File: src/rtl/alu_issue_ctrl.sv
`default_nettype none
// ============================================================================
//  Module      : alu_issue_ctrl
//  Description : Issue/writeback sequencer for a 16-bit ALU. Accepts one
//                instruction per handshake, reads both operands from a
//                synchronous register file, presents them and an encoded
//                control word to the ALU, latches the result and flags, then
//                writes back and updates the PSR according to the
//                instruction class. Fixed latency of 4 cycles per
//                instruction (IDLE -> RD -> EX -> WB).
//
//  Ports
//    clk, reset_n               clock (rising edge), async active-low reset
//    instr_valid/instr/instr_ready
//                               instruction handshake (ready only in IDLE)
//    rf_raddr_a/rf_raddr_b      RF read addresses (Rdest / Rsrc from IR)
//    rf_rdata_a/rf_rdata_b      RF read data, valid one cycle after address
//    alu_in1/alu_in2            pass-through of RF read data to the ALU
//    alu_control                encoded ALU control word
//    alu_out/alu_flags          ALU result and {Z,C,F,N,L} flags
//    rf_we/rf_waddr/rf_wdata    RF write port (rf_we is a one-cycle strobe)
//    psr                        processor status register
//    done/illegal               one-cycle pulses in WB
//
//  Revision    : 1.0  initial release
// ============================================================================
module alu_issue_ctrl #(
    parameter int DATA_W = 16,
    parameter int ADDR_W = 4,
    parameter int FLAG_W = 5
) (
    input  logic              clk,
    input  logic              reset_n,
    input  logic              instr_valid,
    input  logic [15:0]       instr,
    output logic              instr_ready,
    output logic [ADDR_W-1:0] rf_raddr_a,
    output logic [ADDR_W-1:0] rf_raddr_b,
    input  logic [DATA_W-1:0] rf_rdata_a,
    input  logic [DATA_W-1:0] rf_rdata_b,
    output logic [DATA_W-1:0] alu_in1,
    output logic [DATA_W-1:0] alu_in2,
    output logic [15:0]       alu_control,
    input  logic [DATA_W-1:0] alu_out,
    input  logic [FLAG_W-1:0] alu_flags,
    output logic              rf_we,
    output logic [ADDR_W-1:0] rf_waddr,
    output logic [DATA_W-1:0] rf_wdata,
    output logic [FLAG_W-1:0] psr,
    output logic              done,
    output logic              illegal
);

    typedef enum logic [1:0] {
        S_IDLE = 2'd0,
        S_RD   = 2'd1,
        S_EX   = 2'd2,
        S_WB   = 2'd3
    } state_t;

    // ------------------------------------------------------------------
    // State and datapath registers
    // ------------------------------------------------------------------
    state_t             state_q, state_d;
    logic [15:0]        ir_q,    ir_d;
    logic [DATA_W-1:0]  res_q,   res_d;
    logic [FLAG_W-1:0]  flg_q,   flg_d;
    logic [ADDR_W-1:0]  waddr_q, waddr_d;
    logic [FLAG_W-1:0]  psr_q,   psr_d;

    // ------------------------------------------------------------------
    // Instruction decode (purely from the IR, valid in every state)
    // ------------------------------------------------------------------
    logic [3:0]  w_opcode;
    logic [3:0]  w_func;
    logic        w_is_rform;
    logic        w_cls_write;
    logic        w_cls_psr;
    logic        w_cls_illegal;

    assign w_opcode   = ir_q[15:12];
    assign w_func     = ir_q[7:4];
    assign w_is_rform = (w_opcode == 4'h0);

    always_comb begin
        w_cls_write   = 1'b0;
        w_cls_psr     = 1'b0;
        w_cls_illegal = 1'b0;
        if (w_is_rform) begin
            // R-form: NOP touches nothing, the two compares only set flags,
            // every other function writes Rdest and flags.
            unique case (w_func)
                4'h0: begin
                    w_cls_write = 1'b0;
                    w_cls_psr   = 1'b0;
                end
                4'hB, 4'hD: begin
                    w_cls_write = 1'b0;
                    w_cls_psr   = 1'b1;
                end
                default: begin
                    w_cls_write = 1'b1;
                    w_cls_psr   = 1'b1;
                end
            endcase
        end else begin
            // I-form: opcode selects write+flags, flags-only (compares),
            // or an undefined encoding.
            unique case (w_opcode)
                4'h1, 4'h3, 4'h5, 4'h6, 4'h7, 4'h9, 4'hE: begin
                    w_cls_write = 1'b1;
                    w_cls_psr   = 1'b1;
                end
                4'h2, 4'hB: begin
                    w_cls_psr   = 1'b1;
                end
                default: begin
                    w_cls_illegal = 1'b1;
                end
            endcase
        end
    end

    // ------------------------------------------------------------------
    // ALU control encoding
    //   R-form : the instruction word is the control word.
    //   I-form : {op, imm[7:4], 4'b0000, imm[3:0]}; undefined opcodes
    //            drive an all-zero control word so the ALU sees a NOP.
    // ------------------------------------------------------------------
    always_comb begin
        alu_control = 16'h0000;
        if (w_is_rform) begin
            alu_control = ir_q;
        end else if (!w_cls_illegal) begin
            alu_control = {w_opcode, ir_q[7:4], 4'b0000, ir_q[3:0]};
        end
    end

    // ------------------------------------------------------------------
    // Register-file / ALU operand wiring
    // ------------------------------------------------------------------
    assign rf_raddr_a = ir_q[11:8];
    assign rf_raddr_b = ir_q[3:0];
    assign alu_in1    = rf_rdata_a;
    assign alu_in2    = rf_rdata_b;

    // ------------------------------------------------------------------
    // Next-state and register updates
    // ------------------------------------------------------------------
    always_comb begin
        state_d = state_q;
        ir_d    = ir_q;
        res_d   = res_q;
        flg_d   = flg_q;
        waddr_d = waddr_q;
        psr_d   = psr_q;

        unique case (state_q)
            S_IDLE: begin
                if (instr_valid) begin
                    ir_d    = instr;
                    state_d = S_RD;
                end
            end
            S_RD: begin
                state_d = S_EX;
            end
            S_EX: begin
                // Capture the result and its destination together so the
                // write port stays stable until the next instruction's WB,
                // even though the IR changes at the next accept.
                res_d   = alu_out;
                flg_d   = alu_flags;
                waddr_d = ir_q[11:8];
                state_d = S_WB;
            end
            S_WB: begin
                if (w_cls_psr) begin
                    psr_d = flg_q;
                end
                state_d = S_IDLE;
            end
            default: begin
                state_d = S_IDLE;
            end
        endcase
    end

    always_ff @(posedge clk or negedge reset_n) begin
        if (!reset_n) begin
            state_q <= S_IDLE;
            ir_q    <= '0;
            res_q   <= '0;
            flg_q   <= '0;
            waddr_q <= '0;
            psr_q   <= '0;
        end else begin
            state_q <= state_d;
            ir_q    <= ir_d;
            res_q   <= res_d;
            flg_q   <= flg_d;
            waddr_q <= waddr_d;
            psr_q   <= psr_d;
        end
    end

    // ------------------------------------------------------------------
    // Outputs. Strobes are decodes of the registered state, so they are
    // exactly one cycle wide and forced low by reset.
    // ------------------------------------------------------------------
    assign instr_ready = (state_q == S_IDLE);
    assign done        = (state_q == S_WB);
    assign illegal     = (state_q == S_WB) && w_cls_illegal;
    assign rf_we       = (state_q == S_WB) && w_cls_write;
    assign rf_waddr    = waddr_q;
    assign rf_wdata    = res_q;
    assign psr         = psr_q;

endmodule
`default_nettype wire

File: config.mk
export PLATFORM = sky130hd
export DESIGN_NAME = alu_issue_ctrl
export DESIGN_NICKNAME = d
export VERILOG_FILES = /design/src/rtl/alu_issue_ctrl.sv
export SDC_FILE = /design/constraint.sdc
export NUM_CORES = 1
export LEC_CHECK = 0
export ABC_AREA = 1
export CORE_MARGIN = 5
export CORE_UTILIZATION = 40
export DETAILED_ROUTE_END_ITERATION = 8
export PLACE_DENSITY = 0.92
export SLEW_MARGIN = 20
export SYNTH_ARGS = -nofsm -noshare
export SYNTH_HDL_FRONTEND = slang
export SYNTH_SLANG_ARGS = --single-unit
File: constraint.sdc
create_clock -name clk -period 3.3 [get_ports clk]
set_input_delay 0.495 -clock clk [delete_from_list [all_inputs] [get_ports clk]]
set_output_delay 0.495 -clock clk [all_outputs]
set_load 0.02 [all_outputs]
==> qor.txt <==
Resized Gates After CTS: 0
# diodes: 0
Finished Cell Area: 3250 sq um
Initial antenna violation count: 0
Critical-path maximum fanout: 14
Most common cell in the netlist: dfrtp_1
CP max stage cell: clkdlybuf4s50_1
IO buf count: 92
Hold buffer count at CTS: 0
Nets: 371
Mapped Cells: 242
EDFF count, synth: 0
Tmin final: 2600 ps
Sw frac: 41.5%
Max frequency: 0.385 GHz
Post-CTS setup buffer count: 0
Setup TNS: 0 ps
Worst Skew: 11.4 ps
PnR Total Power: 3.55 mW
Die X: 88.7 microns
Status: complete, no violations
RSZ-0062 raised after global routing: no
Routed Wire Length: 5.68 mm
Total GRT Usage: 15.1%
Final Wtd Congestion: 0.770
Crit path launch type: flip-flop
Root buffer cell: clkbuf_8
Max IR drop VDD: 0.000572 V
Total CTS buffers: 5
Total Die Area: 7870 sq um
Routed vias: 1760
YS warnings: 0
Routed len/inst: 15.3 microns
Iteration-0 DRC count of the detailed router: 43
Place WS: 1050 ps
Final Max Slew Viols: 0
Site row count: 28
Initial core utilization: 41.4%
Max cap viols: 0
Die height: 88.7 microns
Slew headroom: 59.3%
CP peak stage delay: 620 ps
Post-detailed-route count of antenna-violating nets: 0
PD cells: 1090 nW/um^2
Largest delay share family, worst path: buffers and inverters
Slew @ Worst Pin: 610 ps
Final core area utilization: 54.2%
Vias in the first global route: 1925
Final setup viols: 0
DP Area: 3150 sq um
H-tree levels: 2
Most frequent CP cell: nand2_1
Core Region: 5990 sq um
Setup ws final: 703 ps
Pin count of the biggest net entering global routing: 49
Synthesized flop and latch total: 48
Syn Std Cell Area: 2480 sq um
Yosys top cell by area: dfrtp_1
# fillers: 512
Top cell type's share of synthesized area: 48.5%
Netlist cell types: 20
Storage element area: 1200 sq um
CTS tree: yes
Largest cells by area after synthesis: dfrtp_1, mux2_2, buf_4
LEAKAGE: 1.48 nW
Worst hold path class: in -> async
Total internal power: 2.08 mW
Crit-path cells: inv_2, nand2_1, nand2_1, nand2_2, nand2_4, inv_1, nor2_1, clkdlybuf4s50_1
Critical Path AT: 2100 ps
Grt total ovfl: 0
Vias per inst: 4.74
Io pins: 157
Seq pwr share: 30.5%
Area occupied by multi-input gates: 851 sq um
Hold Fails Final Rpt: 0
Period utilization: 78.7%
Clock share of power: 10.5%
Maximum clock path buffer count: 2
Seq/Total Area, Yosys: 48.5%
Clock transition at path regs: 90 ps
Area delta synth->final: 31.1%
Switching power: 1.47 mW
Layout cell share with drive strength beyond 1: 20.3%
Syn nets: 317
Combinational power share: 58.9%
CP Data Required Time: 2800 ps
Crit Path Class: reg -> out
CP bufs+invs: 3
Later-pin clock latency in the skew report: 300 ps
# DRC: 0
TritonRoute pass-1 iters: 4
CP Capture Type: primary output
Post-synth top cells: dfrtp_1, buf_4, mux2_2, nand2_1, nor2_1
HPWL Detailed: 4.32 mm
Async SR Flop Fraction: 100%
First-pass GRT wire length: 9.29 mm
Mean Syn Cell Area: 10.2 sq um
CTS sink cnt: 48
Top FF cell, synth: dfrtp_1
## cells by family after synthesis
family,count (synthesis),share of synthesized area [%]
buffers and inverters,67,17.2
adders and majority gates,3,1.51
muxes,29,13.2
DFF,48,48.5
AOI/OAI and AO/OA,15,3.03
and+or+nand+nor,80,16.6
## path summary, 6_finish.rpt
kind,endpoint,depth (start not counted),from,slack (ps)
max,alu_control[3],8,ir_q[14]$_DFFE_PN0P_,700
min,ir_q[3]$_DFFE_PN0P_,1,reset_n,200
max reg2reg,ir_q[10]$_DFFE_PN0P_,4,state_q[1]$_DFFE_PN0P_,1680
min reg2reg,psr[2]$_DFFE_PN0P_,2,psr[2]$_DFFE_PN0P_,470
max in group asynchronous,rf_wdata[7]$_DFFE_PN0P_,1,reset_n,2680
min in group clk,psr[2]$_DFFE_PN0P_,2,psr[2]$_DFFE_PN0P_,470
## through the flow
step	instances	hold WS (ps)
2_1_floorplan	242	199
3_3_place_gp	364	459
3_5_place_dp	364	459
4_1_cts	371	424
5_1_grt	371	250
6_report	371	200
## cells in the final DEF (no fill, tap or decap)
cell             count
nand2_2              3
clkdlybuf4s50_1     91
nand3_2              8
mux2_2              29
inv_4                1
dfrtp_1             48
nor2_2               4
o21ai_0              1
inv_1               18
nand3_1              4
a21oi_1             14
inv_2                2
clkbuf_8             7
ha_1                 3
buf_4                2
nor2_1              28
nor2_4               1
nand2_4              2
nor2_8               1
nand2_1             29
## layer usage
metal | up-vias | GRT usage, % | part of all wire [%]
li1 | 831 | - | -
met1 | 839 | 17.1 | 39
met2 | 71 | 25.8 | 50
met3 | 19 | 5.77 | 8.3
met4 | 0 | 5.91 | 2.5
met5 | - | 0 | 0
## worst register-to-register path: stages (launching register included)
cell and delay [ps]:
dfrtp_1 380, inv_1 70, ha_1 230, nand2_2 420
mux2_2 390
## layout make-up
cell class | count | share of cell area (%)
Sequential cell | 48 | 37.0
Timing Repair Buffer | 93 | 28.5
Multi-Input combinational cell | 127 | 26.2
Clock buffer | 7 | 2.96
Tap cell | 75 | 2.89
Inverter | 21 | 2.50
## power groups by stage
stage | Clock (mW) | Sequential (mW) | Combinational (mW)
2_1_floorplan | 0 | 1.25 | 1.19
3_3_place_gp | 0 | 1.07 | 2.07
3_5_place_dp | 0 | 1.10 | 2.11
4_1_cts | 0.386 | 1.09 | 2.12
5_1_grt | 0.411 | 1.13 | 2.27
6_report | 0.374 | 1.08 | 2.09
## state kept, by name, indices dropped and copies added, names as in the netlist
name	flops
flg_q	5
rf_wdata	16
psr	5
state_q	2
rf_waddr	4
ir_q	16
(Power assumes the default switching activity.)
